[src/rtl/spi_fifo_ctrl_if.sv]
// Link between the FIFO sequencer and the SPI master byte engine.
// The sequencer drives the master, so it takes the master modport.
interface spi_fifo_ctrl_if;
    logic       m_start_o;
    logic       m_read_o;
    logic [7:0] m_data_o;
    logic       m_ready_i;
    logic       m_data_valid_i;
    logic [7:0] m_data_i;

    modport master (
        output m_start_o, m_read_o, m_data_o,
        input  m_ready_i, m_data_valid_i, m_data_i
    );
    modport slave (
        input  m_start_o, m_read_o, m_data_o,
        output m_ready_i, m_data_valid_i, m_data_i
    );
endinterface

[src/rtl/spi_fifo_ctrl.sv]
// TX/RX byte FIFOs plus a burst sequencer that keeps the SPI master fed
// back-to-back so a multi-byte burst stays under one SS assertion.
module spi_fifo_ctrl_fifo #(
    parameter int DEPTH = 8,
    parameter int CW    = $clog2(DEPTH) + 1
) (
    input  logic          clk_i,
    input  logic          rst_ni,
    input  logic          flush_i,
    input  logic          push_i,
    input  logic [7:0]    wdata_i,
    input  logic          pop_i,
    output logic [7:0]    rdata_o,
    output logic [CW-1:0] cnt_o
);
    localparam int AW = $clog2(DEPTH);

    logic [7:0]    mem_q [DEPTH];
    logic [AW-1:0] wptr_q, rptr_q;
    logic [CW-1:0] cnt_q;
    logic          push_ok, pop_ok;

    // Full-check uses the pre-pop count, so a push on full is dropped even with a pop.
    assign push_ok = push_i & (cnt_q != CW'(DEPTH));
    assign pop_ok  = pop_i & (cnt_q != '0);
    assign rdata_o = mem_q[rptr_q];
    assign cnt_o   = cnt_q;

    always_ff @(posedge clk_i or negedge rst_ni) begin
        if (!rst_ni) begin
            wptr_q <= '0;
            rptr_q <= '0;
            cnt_q  <= '0;
        end else if (flush_i) begin
            wptr_q <= '0;
            rptr_q <= '0;
            cnt_q  <= '0;
        end else begin
            if (push_ok) wptr_q <= wptr_q + 1'b1;
            if (pop_ok)  rptr_q <= rptr_q + 1'b1;
            cnt_q <= cnt_q + CW'(push_ok) - CW'(pop_ok);
        end
    end

    always_ff @(posedge clk_i) begin
        if (push_ok && !flush_i) mem_q[wptr_q] <= wdata_i;
    end
endmodule

module spi_fifo_ctrl #(
    parameter int DEPTH = 8,
    parameter int CW    = $clog2(DEPTH) + 1
) (
    input  logic          clk_i,
    input  logic          rst_ni,
    input  logic          tx_we_i,
    input  logic [7:0]    tx_wdata_i,
    output logic          tx_full_o,
    output logic [CW-1:0] tx_cnt_o,
    input  logic          rx_re_i,
    output logic [7:0]    rx_rdata_o,
    output logic          rx_empty_o,
    output logic [CW-1:0] rx_cnt_o,
    input  logic          go_i,
    input  logic          read_i,
    input  logic [15:0]   len_i,
    input  logic          clear_i,
    output logic          busy_o,
    output logic          done_o,
    output logic          tx_ovf_o,
    output logic          rx_ovf_o,
    spi_fifo_ctrl_if.master m
);
    typedef enum logic [2:0] {IDLE, ISSUE, RUN, DRAIN, DONE} state_e;

    state_e        state_q, state_d;
    logic          mode_q, mode_d;
    logic [15:0]   rem_q, rem_d;
    logic          tx_ovf_q, rx_ovf_q;
    logic [CW-1:0] tx_cnt, rx_cnt;
    logic [7:0]    tx_head, rx_head;
    logic          tx_empty, tx_full, rx_full;
    logic          flush, start, tx_pop, rx_push, rx_ovf_set;
    logic          can_issue, rx_full_post, can_issue_post;

    spi_fifo_ctrl_fifo #(.DEPTH(DEPTH), .CW(CW)) u_tx (
        .clk_i, .rst_ni, .flush_i(flush), .push_i(tx_we_i), .wdata_i(tx_wdata_i),
        .pop_i(tx_pop), .rdata_o(tx_head), .cnt_o(tx_cnt)
    );
    spi_fifo_ctrl_fifo #(.DEPTH(DEPTH), .CW(CW)) u_rx (
        .clk_i, .rst_ni, .flush_i(flush), .push_i(rx_push), .wdata_i(m.m_data_i),
        .pop_i(rx_re_i), .rdata_o(rx_head), .cnt_o(rx_cnt)
    );

    assign tx_empty = (tx_cnt == '0);
    assign tx_full  = (tx_cnt == CW'(DEPTH));
    assign rx_full  = (rx_cnt == CW'(DEPTH));

    assign can_issue      = (mode_q | ~tx_empty) & ~rx_full;
    // Fullness after this cycle's RX push; a same-cycle pop is deliberately not credited.
    assign rx_full_post   = rx_full | (mode_q & (rx_cnt == CW'(DEPTH - 1)));
    assign can_issue_post = (mode_q | ~tx_empty) & ~rx_full_post;

    always_comb begin
        state_d    = state_q;
        mode_d     = mode_q;
        rem_d      = rem_q;
        start      = 1'b0;
        tx_pop     = 1'b0;
        rx_push    = 1'b0;
        rx_ovf_set = 1'b0;
        flush      = 1'b0;
        unique case (state_q)
            IDLE: begin
                flush = clear_i;
                if (go_i) begin
                    if (len_i == 16'd0) begin
                        state_d = DONE;
                    end else begin
                        mode_d  = read_i;
                        rem_d   = len_i;
                        state_d = ISSUE;
                    end
                end
            end
            ISSUE: begin
                if (m.m_ready_i && can_issue) begin
                    start   = 1'b1;
                    tx_pop  = ~mode_q;
                    state_d = RUN;
                end
            end
            RUN: begin
                if (m.m_data_valid_i) begin
                    rx_push    = mode_q & ~rx_full;
                    rx_ovf_set = mode_q & rx_full;
                    rem_d      = rem_q - 16'd1;
                    if (rem_q > 16'd1) begin
                        // Restart on the valid cycle itself so SS never drops mid-burst.
                        if (can_issue_post) begin
                            start  = 1'b1;
                            tx_pop = ~mode_q;
                        end else begin
                            state_d = ISSUE;
                        end
                    end else begin
                        state_d = DRAIN;
                    end
                end
            end
            DRAIN: if (m.m_ready_i) state_d = DONE;
            DONE:  state_d = IDLE;
            default: state_d = IDLE;
        endcase
    end

    always_ff @(posedge clk_i or negedge rst_ni) begin
        if (!rst_ni) begin
            state_q  <= IDLE;
            mode_q   <= 1'b0;
            rem_q    <= '0;
            tx_ovf_q <= 1'b0;
            rx_ovf_q <= 1'b0;
        end else begin
            state_q <= state_d;
            mode_q  <= mode_d;
            rem_q   <= rem_d;
            if (flush)                    tx_ovf_q <= 1'b0;
            else if (tx_we_i && tx_full)  tx_ovf_q <= 1'b1;
            if (flush)                    rx_ovf_q <= 1'b0;
            else if (rx_ovf_set)          rx_ovf_q <= 1'b1;
        end
    end

    assign tx_full_o  = tx_full;
    assign tx_cnt_o   = tx_cnt;
    assign rx_cnt_o   = rx_cnt;
    assign rx_empty_o = (rx_cnt == '0);
    assign rx_rdata_o = (rx_cnt == '0) ? 8'h00 : rx_head;
    assign busy_o     = (state_q == ISSUE) || (state_q == RUN) || (state_q == DRAIN);
    assign done_o     = (state_q == DONE);
    assign tx_ovf_o   = tx_ovf_q;
    assign rx_ovf_o   = rx_ovf_q;
    assign m.m_start_o = start;
    assign m.m_read_o  = mode_q;
    assign m.m_data_o  = (start && !mode_q) ? tx_head : 8'hFF;
endmodule
[src/flat_wrapper.sv]
// flat-port wrapper written by rule: the top's interface ports become plain ports
module spi_fifo_ctrl_flat 
#(
    parameter int DEPTH = 8,
    parameter int CW    = $clog2(DEPTH) + 1
)
  (clk_i, rst_ni, tx_we_i, tx_wdata_i, tx_full_o, tx_cnt_o, rx_re_i, rx_rdata_o, rx_empty_o, rx_cnt_o, go_i, read_i, len_i, clear_i, busy_o, done_o, tx_ovf_o, rx_ovf_o, m_m_start_o, m_m_read_o, m_m_data_o, m_m_ready_i, m_m_data_valid_i, m_m_data_i);
  spi_fifo_ctrl_if m_i ();
  input  logic clk_i;
  input  logic rst_ni;
  input  logic tx_we_i;
  input  logic [7:0] tx_wdata_i;
  output logic tx_full_o;
  output logic [CW-1:0] tx_cnt_o;
  input  logic rx_re_i;
  output logic [7:0] rx_rdata_o;
  output logic rx_empty_o;
  output logic [CW-1:0] rx_cnt_o;
  input  logic go_i;
  input  logic read_i;
  input  logic [15:0] len_i;
  input  logic clear_i;
  output logic busy_o;
  output logic done_o;
  output logic tx_ovf_o;
  output logic rx_ovf_o;
  output wire logic [$bits(m_i.m_start_o)-1:0] m_m_start_o;
  output wire logic [$bits(m_i.m_read_o)-1:0] m_m_read_o;
  output wire logic [$bits(m_i.m_data_o)-1:0] m_m_data_o;
  input wire logic [$bits(m_i.m_ready_i)-1:0] m_m_ready_i;
  input wire logic [$bits(m_i.m_data_valid_i)-1:0] m_m_data_valid_i;
  input wire logic [$bits(m_i.m_data_i)-1:0] m_m_data_i;
  assign m_m_start_o = m_i.m_start_o;
  assign m_m_read_o = m_i.m_read_o;
  assign m_m_data_o = m_i.m_data_o;
  assign m_i.m_ready_i = m_m_ready_i;
  assign m_i.m_data_valid_i = m_m_data_valid_i;
  assign m_i.m_data_i = m_m_data_i;
  spi_fifo_ctrl #(.DEPTH(DEPTH), .CW(CW)) u_core (.clk_i(clk_i), .rst_ni(rst_ni), .tx_we_i(tx_we_i), .tx_wdata_i(tx_wdata_i), .tx_full_o(tx_full_o), .tx_cnt_o(tx_cnt_o), .rx_re_i(rx_re_i), .rx_rdata_o(rx_rdata_o), .rx_empty_o(rx_empty_o), .rx_cnt_o(rx_cnt_o), .go_i(go_i), .read_i(read_i), .len_i(len_i), .clear_i(clear_i), .busy_o(busy_o), .done_o(done_o), .tx_ovf_o(tx_ovf_o), .rx_ovf_o(rx_ovf_o), .m(m_i));
endmodule
[config.mk]
export PLATFORM = sky130hd
export DESIGN_NAME = spi_fifo_ctrl_flat
export DESIGN_NICKNAME = d
export VERILOG_FILES = /design/src/rtl/spi_fifo_ctrl_if.sv /design/src/rtl/spi_fifo_ctrl.sv /design/src/flat_wrapper.sv
export SDC_FILE = /design/constraint.sdc
export NUM_CORES = 1
export LEC_CHECK = 0
export BUFFER_PORTS_ARGS = -buffer_cell sky130_fd_sc_hd__buf_2
export CAP_MARGIN = 20
export CORE_UTILIZATION = 45
export DETAILED_ROUTE_END_ITERATION = 10
export SYNTH_ARGS = -nofsm -noshare
export SYNTH_HDL_FRONTEND = slang
export SYNTH_HIERARCHICAL = 1
export SYNTH_SLANG_ARGS = --single-unit
[constraint.sdc]
create_clock -name clk_i -period 4.1 [get_ports clk_i]
set_input_delay 0.41 -clock clk_i [delete_from_list [all_inputs] [get_ports clk_i]]
set_output_delay 0.41 -clock clk_i [all_outputs]
set_load 0.03 [all_outputs]
==> results of run 1 <==
-- power by group through the flow --
stage          logic, mW  clock network [mW]  registers, mW
6_report            2.09                1.69           2.49
5_1_grt             2.31                1.79           2.53
4_1_cts             2.11                1.73           2.49
3_5_place_dp        2.10                   0           2.52
3_3_place_gp        2.05                   0           2.50
2_1_floorplan       1.63                   0           2.42
-- logic make-up (layout without fill, tap and decap cells) --
group / after synthesis / count (layout) / synth area share [%]
simple gates: 158 / 158 / 11.0
fa+ha+maj: 20 / 20 / 3.36
compound gates: 95 / 95 / 7.58
buf+inv: 43 / 139 / 2.87
mux: 49 / 49 / 13.1
flops: 170 / 170 / 61.9
xor+xnor: 2 / 2 / 0.222
-- sequential cells by signal (all words and copies together), names as in the netlist --
| register | count |
|---|---|
| u_core/m.m_read_o | 1 |
| u_core/u_tx/cnt_o | 4 |
| u_core/u_rx/mem_q | 64 |
| u_core/u_tx/wptr_q | 3 |
| u_core/rx_ovf_o | 1 |
| u_core/u_rx/rptr_q | 3 |
| u_core/state_q | 3 |
| u_core/tx_ovf_o | 1 |
| u_core/u_tx/rptr_q | 3 |
| u_core/u_rx/cnt_o | 4 |
| u_core/u_tx/mem_q | 64 |
| u_core/u_rx/wptr_q | 3 |
| u_core/rem_q | 16 |
-- worst max-delay path: cells and delay by family (launching register included) --
kind                   cells  cell delay (ps)
AND/OR/NAND/NOR            4             2230
flip-flops                 1              640
buffers and inverters      1              130
-- cell type report --
| cell class | instances | share of cell area (%) |
|---|---|---|
| multi-input combinational | 324 | 30.6 |
| tap | 225 | 3.07 |
| clock buffer | 22 | 5.06 |
| clock inverter | 10 | 1.84 |
| timing repair buffer | 85 | 5.16 |
| sequential | 170 | 53.4 |
| inverter | 22 | 0.901 |
-- per-layer routing --
layer	vias to the layer above	part of all wire [%]
met5	-	0
met1	2390	42
met3	15	4.0
met4	0	1.3
li1	2269	-
met2	99	52
-- cell usage after synthesis (all sizes together) (2+ instances only) --
master / n / area, um2
a21oi: 32 / 160
a22oi: 8 / 60.1
a31o: 2 / 17.5
and2: 3 / 18.8
buf: 12 / 110
clkbuf: 9 / 33.8
dfrtp: 42 / 1050
edfxtp: 128 / 3840
fa: 2 / 40.0
ha: 18 / 225
inv: 22 / 82.6
mux2: 17 / 191
mux4: 32 / 841
nand2: 22 / 85.1
nand2b: 10 / 62.6
nand3: 10 / 50.1
nand3b: 3 / 22.5
nand4: 2 / 12.5
nor2: 46 / 190
nor2b: 15 / 93.8
nor3: 13 / 70.1
nor3b: 5 / 37.5
nor4: 10 / 68.8
nor4b: 2 / 23.8
o211ai: 4 / 48.8
o21ai: 33 / 165
o2bb2ai: 4 / 35.0
o32ai: 2 / 17.5
or3: 8 / 50.1
or3b: 2 / 17.5
or4: 4 / 37.5
xnor2: 2 / 17.5
-- timing repair --
item | in CTS | in global routing
endpoints found under the setup margin | 0 | 0
hold buffers | 0 | 1
endpoints found under the hold margin | 0 | 12
-- worst min path at each step --
| stage | start | end |
|---|---|---|
| 6_report | read_i | u_core/m.m_read_o |
| 5_1_grt | read_i | u_core/m.m_read_o |
| 2_1_floorplan | rst_ni | u_core/m.m_read_o |
| 3_5_place_dp | u_core/rem_q[15] | u_core/rem_q[15] |
| 3_3_place_gp | u_core/rem_q[15] | u_core/rem_q[15] |
| 4_1_cts | rst_ni | u_core/rem_q[4] |
==> summary.txt, run 1 <==
Status
  – Status: completed

Clock network
  – Clk_lat worst skew: 430 ps
  – Clk pin slew, worst setup/hold paths: 60 ps
  – Cts repair resizes: 0
  – H-tree depth: 4
  – CTS root buffer: clkbuf_16
  – TritonCTS Buffers: 17
  – CTS tree: done
  – Clock tree buffer depth: 2
  – Clock Sinks: 170
  – Post-CTS setup buffers: 0

Logic synthesis
  – Syn nets: 598
  – Flop and latch count out of synthesis: 170
  – Mapped Avg Cell Area: 14.7 um2
  – Sequential share of the synthesized area: 61.9%
  – Main synth FF type: edfxtp_1
  – Yosys cell types: 59
  – Post-Syn Area: 0.00790 mm2
  – Post-Syn Instances: 537
  – Post-synth EDFFs: 128
  – Synth async-reset ratio: 24.7%
  – Synth warn: 6

Power and ir drop
  – Power density over cell area: 684 mW/mm2
  – Clk network pwr share: 27.0%
  – Switch share: 35.3%
  – Combinational share of power: 33.4%
  – Peak supply drop: 0.345 mV
  – Leakage power: 3.34 nW
  – Total Power: 6.27 mW
  – Internal power: 4.06 mW
  – Psw: 2.21 mW
  – Seq pwr share: 39.7%

GRT
  – Met1 Track Usage GR: 22.9%
  – First-pass GRT wire length: 25.9 mm
  – Largest net degree at the start of global routing: 43
  – GRT Total Usage: 19.4%
  – Gr busiest metal: met2
  – Grt met3 use: 5.03%
  – Vias in the first global route: 4943
  – Total grt overflow: 0
  – GR Util met2: 34.0%
  – Initial antenna violation count: 0

Layout
  – Area of the multi-input gates: 0.00281 mm2
  – Antenna cells: 0
  – Area Overhead vs Synth: 16.0%
  – Sequential cell area: 0.00489 mm2
  – Finished Core Util: 53.2%
  – Most common library cell in the layout ignoring fill and taps: edfxtp_1
  – Most frequent cells in the layout: 128 x edfxtp_1, 72 x buf_2, 43 x nor2_1, 42 x dfrtp_1
  – Cell Count, Final, Fillers Out: 858
  – Share of layout cells above drive strength 1: 23.9%
  – Fill cell count: 1380
  – Nets@finish: 681
  – Design area: 0.00917 mm2

Floorplanning
  – Chip Height: 135 um
  – Die area: 0.0181 mm2
  – Std-Cell Rows: 48
  – Initial Util: 45.9%
  – Core ar.: 0.0172 mm2
  – Die width: 135 um
  – IO Pins: 73

STA
  – Tmin final: 3380 ps
  – Hold Fails Final Rpt: 0
  – RSZ-0062 raised after global routing: no
  – Worst-margin pin slew: 973 ps
  – Final hold slack: 223 ps
  – Final Cycle Share: 82.5%
  – Setup ws final: 717 ps
  – Fmax: 296 MHz
  – Clock Skew: 6.33 ps
  – Total negative setup slack: 0 ps
  – Max-slew violations: 0
  – Final setup fails: 0
  – Worst slew margin: 34.9%

Place
  – GPL Wtd Cong: 0.838
  – Buffers added on ports: 72
  – DP Area: 0.00851 mm2
  – Setup slack at placement: 726 ps
  – Placed cells: 824
  – Post-detail-place hpwl: 11.0 mm

Critical path
  – CP Max Fanout: 28
  – Internal reg-to-reg setup slack: 720 ps
  – Crit path arrival time: 3430 ps
  – Critical path class: reg2reg
  – CP required: 4150 ps
  – CP peak stage delay: 670 ps
  – Crit path launch type: register
  – Critical Path Sink: u_core/u_rx/mem_q[2][5]
  – Max stage delay cell, worst path: nor2_1
  – R2R Path End: u_core/u_rx/mem_q[2][5]
  – Crit-path cells: nand2_2 > nor3_1 > inv_1 > or4_1 > nor2_1
  – Critical path endpoint category: register
  – Reg2Reg Depth: 5
  – Worst r2r src: u_core/state_q[1]
  – Critical path origin: u_core/state_q[1]

Routing
  – WL/cell: 19.0 um
  – Total number of vias: 4773
  – WL final: 16.3 mm
  – Drt first pass iters: 5
  – DRC Markers: 0
  – DRT iter0 DRCs: 300
  – Final ANT Viol Nets: 0
  – Vias per cell: 5.56

Run
  – Maxcap violations: 0

Min path
  – Hold Path Class: in2reg
  – Hold path depth: 2
Note: power is estimated with default switching activity, not from simulation.
==> inputs of run 2 (changes only) <==
- clock period: 4.1 -> 3.36 ns (I/O delays scaled with it)
==> run 2 against run 1 <==
Clock skew rose by 2.9 ps. Via count rose by 2.1%. Clock power rose by 16%. Critical endpoint is now u_core/u_tx/cnt_o[1]. Die area did not move. Worst setup slack got worse by 430 ps. Global-route usage fell by 0.33 points. Final cell count rose by 2.2%.
==> summary.txt, run 2 (synthesized netlist as in run 1, its figures left out) <==
Status
  – Status: completed

Critical path
  – Reg2Reg Depth: 12
  – Crit path launch type: register
  – R2R Path End: u_core/u_tx/cnt_o[1]
  – Crit-path cells: nor3_1 > a21oi_1 > o211ai_4 > o31ai_4 > nor2b_1 > inv_1 > nor2_1 > ha_1 > inv_1 > ha_1 > fa_1 > nor2b_1
  – CP top delay family: adder cells
  – Critical path class: reg2reg
  – CP Max Fanout: 7
  – Internal reg-to-reg setup slack: 290 ps
  – Max stage delay cell, worst path: dfrtp_1
  – CP peak stage delay: 460 ps
  – CP required: 3670 ps
  – Bufs and invs on worst path: 2
  – Crit path arrival time: 3380 ps
  – Worst r2r src: u_core/u_tx/cnt_o[1]
  – Critical path endpoint category: register

Clock network
  – Clk pin slew, worst setup/hold paths: 70 ps
  – Clk_lat worst skew: 430 ps
  – CTS tree: done
  – Cts repair resizes: 0
  – Clock tree buffer depth: 2
  – CTS root buffer: clkbuf_16
  – Clock Sinks: 170
  – H-tree depth: 4
  – TritonCTS Buffers: 17

Floorplanning
  – IO Pins: 73
  – Initial Util: 45.9%
  – Core ar.: 0.0172 mm2
  – Chip Height: 135 um
  – Die area: 0.0181 mm2
  – Std-Cell Rows: 48
  – Die width: 135 um

Layout
  – Largest regs: u_core/u_rx/mem_q: 64 flops, u_core/u_tx/mem_q: 64 flops, u_core/rem_q: 16 flops
  – Nets@finish: 700
  – Share of layout cells above drive strength 1: 26.1%
  – Most frequent cells in the layout: 128 x edfxtp_1, 72 x buf_2, 43 x nor2_1, 42 x dfrtp_1
  – Area Overhead vs Synth: 17.3%
  – Fill cell count: 1428
  – Antenna cells: 0
  – Most common library cell in the layout ignoring fill and taps: edfxtp_1
  – Finished Core Util: 53.8%

STA
  – Worst-margin pin slew: 769 ps
  – Max-slew violations: 0
  – Final setup fails: 0
  – Fmax: 326 MHz
  – Worst slew margin: 48.6%
  – Tmin final: 3070 ps
  – RSZ-0062 raised after global routing: no
  – Total negative setup slack: 0 ps
  – Setup ws final: 289 ps
  – Clock Skew: 9.21 ps
  – Hold Fails Final Rpt: 0
  – Final Cycle Share: 91.4%

Power and ir drop
  – Peak supply drop: 0.466 mV
  – Power density over cell area: 823 mW/mm2
  – Leakage power: 3.43 nW

Routing
  – DRT iter0 DRCs: 275
  – Total number of vias: 4873
  – DRC Markers: 0
  – Vias per cell: 5.56
  – Final ANT Viol Nets: 0
  – Drt first pass iters: 5
  – WL final: 16.1 mm
  – WL/cell: 18.4 um

Place
  – GPL Wtd Cong: 0.771
  – Setup slack at placement: 158 ps
  – Buffers added on ports: 72
  – Post-detail-place hpwl: 11.0 mm

GRT
  – Vias in the first global route: 4909
  – Initial antenna violation count: 0
  – First-pass GRT wire length: 25.5 mm
  – GRT Total Usage: 19.1%
  – Largest net degree at the start of global routing: 43
  – Total grt overflow: 0

Min path
  – WHS Endpoint: u_core/m.m_read_o
  – Worst Hold Launch: read_i
  – Hold path depth: 2
  – Hold Path Class: in2reg

Run
  – Maxcap violations: 0
run 2: cell count changes in the layout (fill, tap and decap cells not counted), sizes merged:
cell / before / now
clkinvlp: 3 / 0
clkbuf: 22 / 17
clkinv: 3 / 5
bufinv: 4 / 1
buf: 84 / 103
inv: 22 / 31
run 2: timing repair:
action / CTS / global route
hold buffers: 0 / 1
endpoints found under the setup margin: 0 / 3
hold endpoints to repair: 0 / 42
buffers inserted: 0 / 1
run 2: worst max path at each step:
stage / from / endpoint / slack (ps) / cells past startpoint
final: u_core/u_tx/cnt_o[1] / u_core/u_tx/cnt_o[1] / 290 / 12
after global routing: u_core/u_tx/cnt_o[1] / u_core/u_tx/cnt_o[1] / 70 / 12
after CTS: u_core/u_tx/cnt_o[1] / u_core/u_tx/cnt_o[1] / 100 / 12
after detailed placement: u_core/u_tx/cnt_o[1] / u_core/u_tx/cnt_o[1] / 160 / 12
after global placement: u_core/state_q[2] / u_core/u_tx/cnt_o[1] / 270 / 12
after floorplan: u_core/u_rx/cnt_o[3] / u_core/u_tx/cnt_o[1] / 70 / 12
run 2: cell type report:
class                      count  area (um2)  area share [%]
sequential                   170        4890            52.8
multi-input combinational    324        2800            30.2
timing repair buffer         104         616            6.64
clock buffer                  17         425            4.59
tap                          225         282            3.04
clock inverter                15         175            1.89
inverter                      22        82.6           0.891
run 2: where the power goes:
part           internal, mW  leakage, nW  switching (mW)
Combinational          1.15         1.45            1.62
Sequential             2.58         1.68           0.326
Clock                  1.07        0.296           0.891
Total                  4.80         3.43            2.83
run 2: per-stage QoR:
stage	instances	total power [mW]	cell area, um2	hold slack [ps]
6_report	877	7.63	9270	154
3_3_place_gp	842	5.63	8630	476
3_5_place_dp	842	5.71	8630	483
5_1_grt	877	8.08	9270	155
2_1_floorplan	537	4.94	7900	40.4
4_1_cts	874	7.68	9230	78.3
run 2: metal layers:
layer | routed length [um] | part of all wire [%] | vias up | track usage (%)
met5 | 0 | 0 | - | 0
met4 | 227 | 1.4 | 0 | 6.99
met3 | 530 | 3.3 | 15 | 4.43
met2 | 8430 | 52 | 87 | 32.9
met1 | 6930 | 43 | 2459 | 23.5
li1 | - | - | 2312 | -
==> inputs of run 3 (changes only) <==
- PLACE_DENSITY: default -> 0.59
==> run 3 against run 2 <==
Combinational power decreased by 3%. Die area unchanged. Utilization fell by 0.30 points. Hold slack got worse by 14 ps. Global-route usage up 0.28 points. Register-to-register slack better by 60 ps. Routed wire length increased by 1.3%. Final cell count shrank 0.11%. Largest cell class unchanged. Highest routed layer unchanged.
==> summary.txt, run 3 (synthesized netlist as in run 1, its figures left out) <==
Status
  – Status: completed

Critical path
  – Crit path launch type: register
  – Critical path class: reg2reg
  – CP required: 3670 ps
  – Crit path arrival time: 3320 ps
  – CP Max Fanout: 6
  – Critical path endpoint category: register

Layout
  – Most common library cell in the layout ignoring fill and taps: edfxtp_1
  – Area Overhead vs Synth: 16.6%
  – Sequential cell area: 0.00489 mm2
  – Largest regs: u_core/u_rx/mem_q: 64 flops, u_core/u_tx/mem_q: 64 flops, u_core/rem_q: 16 flops
  – Most frequent cells in the layout: 128 x edfxtp_1, 72 x buf_2, 43 x nor2_1, 42 x dfrtp_1
  – Nets@finish: 699
  – Area of the multi-input gates: 0.00280 mm2
  – Fill cell count: 1414
  – Antenna cells: 0
  – Share of layout cells above drive strength 1: 26.0%

Power and ir drop
  – Peak supply drop: 0.381 mV
  – Combinational share of power: 36.0%
  – Clk network pwr share: 24.7%
  – Internal power: 4.69 mW
  – Psw: 2.80 mW
  – Seq pwr share: 39.3%
  – Power density over cell area: 812 mW/mm2
  – Switch share: 37.4%
  – Leakage power: 3.40 nW

Clock network
  – TritonCTS Buffers: 17
  – CTS tree: done
  – Clock Sinks: 170
  – Post-CTS setup buffers: 0
  – Clk_lat worst skew: 430 ps
  – H-tree depth: 4
  – CTS Hold Buffers Added: 0
  – CTS root buffer: clkbuf_16
  – Cts repair resizes: 0
  – Clk pin slew, worst setup/hold paths: 70 ps
  – Clock tree buffer depth: 2

Routing
  – Drt first pass iters: 5
  – WL final: 16.3 mm
  – Vias per cell: 5.54
  – Final ANT Viol Nets: 0
  – DRT iter0 DRCs: 299
  – WL/cell: 18.6 um
  – DRC Markers: 0
  – Total number of vias: 4851

Floorplanning
  – Initial Util: 45.9%
  – Chip Height: 135 um
  – IO Pins: 73
  – Die area: 0.0181 mm2
  – Die width: 135 um
  – Std-Cell Rows: 48
  – Core ar.: 0.0172 mm2

GRT
  – Vias in the first global route: 4949
  – First-pass GRT wire length: 25.8 mm
  – Initial antenna violation count: 0
  – GRT Total Usage: 19.3%
  – Total grt overflow: 0
  – Largest net degree at the start of global routing: 43

Place
  – Setup slack at placement: 368 ps
  – Post-detail-place hpwl: 10.9 mm
  – GPL Wtd Cong: 0.822
  – Buffers added on ports: 72

STA
  – Total negative setup slack: 0 ps
  – Tmin final: 3020 ps
  – Final Cycle Share: 89.8%
  – Final setup fails: 0
  – Fmax: 332 MHz
  – Worst-margin pin slew: 765 ps
  – Clock Skew: 8.12 ps
  – Worst slew margin: 49.0%
  – Hold Fails Final Rpt: 0
  – RSZ-0062 raised after global routing: no
  – Setup ws final: 344 ps
  – Max-slew violations: 0

Min path
  – Hold Path Class: in2reg

Run
  – Maxcap violations: 0
## run 3: routing by layer
layer  GRT usage (%)  wire (um)
met5               0          0
met4            9.18        416
met3            3.98        556
met1            24.2       7180
met2            32.3       8170
## run 3: metrics by stage
stage | utilization, % | total power, mW | hold WS, ps | instances | instance area, um2
after floorplan | - | 4.94 | 40.4 | 537 | 7900
after global placement | 50.1 | 5.61 | 476 | 842 | 8630
after detailed placement | 50.1 | 5.69 | 482 | 842 | 8630
after CTS | 53.3 | 7.56 | 99.9 | 874 | 9190
after global routing | 53.5 | 7.95 | 141 | 876 | 9220
final | 53.5 | 7.49 | 140 | 876 | 9220
## run 3: final cells by class
cell class | instances | area share (%)
clock buffer | 18 | 4.66
clock inverter | 14 | 1.38
inverter | 22 | 0.896
multi-input combinational | 324 | 30.3
sequential | 170 | 53.1
tap | 225 | 3.05
timing repair buffer | 103 | 6.60
## run 3: worst paths after layout
| kind | slack (ps) | depth (start not counted) | startpoint | endpoint |
|---|---|---|---|---|
| min reg2reg | 500 | 2 | u_core/tx_ovf_o | u_core/tx_ovf_o |
| max reg2reg | 340 | 12 | u_core/u_rx/cnt_o[3] | u_core/u_tx/cnt_o[1] |
| max in group asynchronous | 2520 | 3 | rst_ni | u_core/rem_q[10] |
| max | 340 | 12 | u_core/u_rx/cnt_o[3] | u_core/u_tx/cnt_o[1] |
| min in group asynchronous | 340 | 2 | rst_ni | u_core/rem_q[4] |
| min | 140 | 2 | read_i | u_core/m.m_read_o |
## run 3: power groups by stage
| stage | clock network, mW | registers [mW] | logic, mW |
|---|---|---|---|
| 6_report | 1.85 | 2.94 | 2.70 |
| 4_1_cts | 1.90 | 2.95 | 2.72 |
| 3_3_place_gp | 0 | 2.96 | 2.65 |
| 5_1_grt | 1.98 | 3.00 | 2.97 |
| 2_1_floorplan | 0 | 2.95 | 1.99 |
| 3_5_place_dp | 0 | 2.99 | 2.69 |
## run 3: critical path: stages, from the launching register on
cell and delay, ps:
dfrtp_1 460, nor4b_2 220, a21oi_1 320, o211ai_4 150, o31ai_4 260, nor2b_1 240
inv_1 100, nor2_1 110, ha_1 230, inv_1 60, ha_1 180, fa_1 430
nor2b_1 140
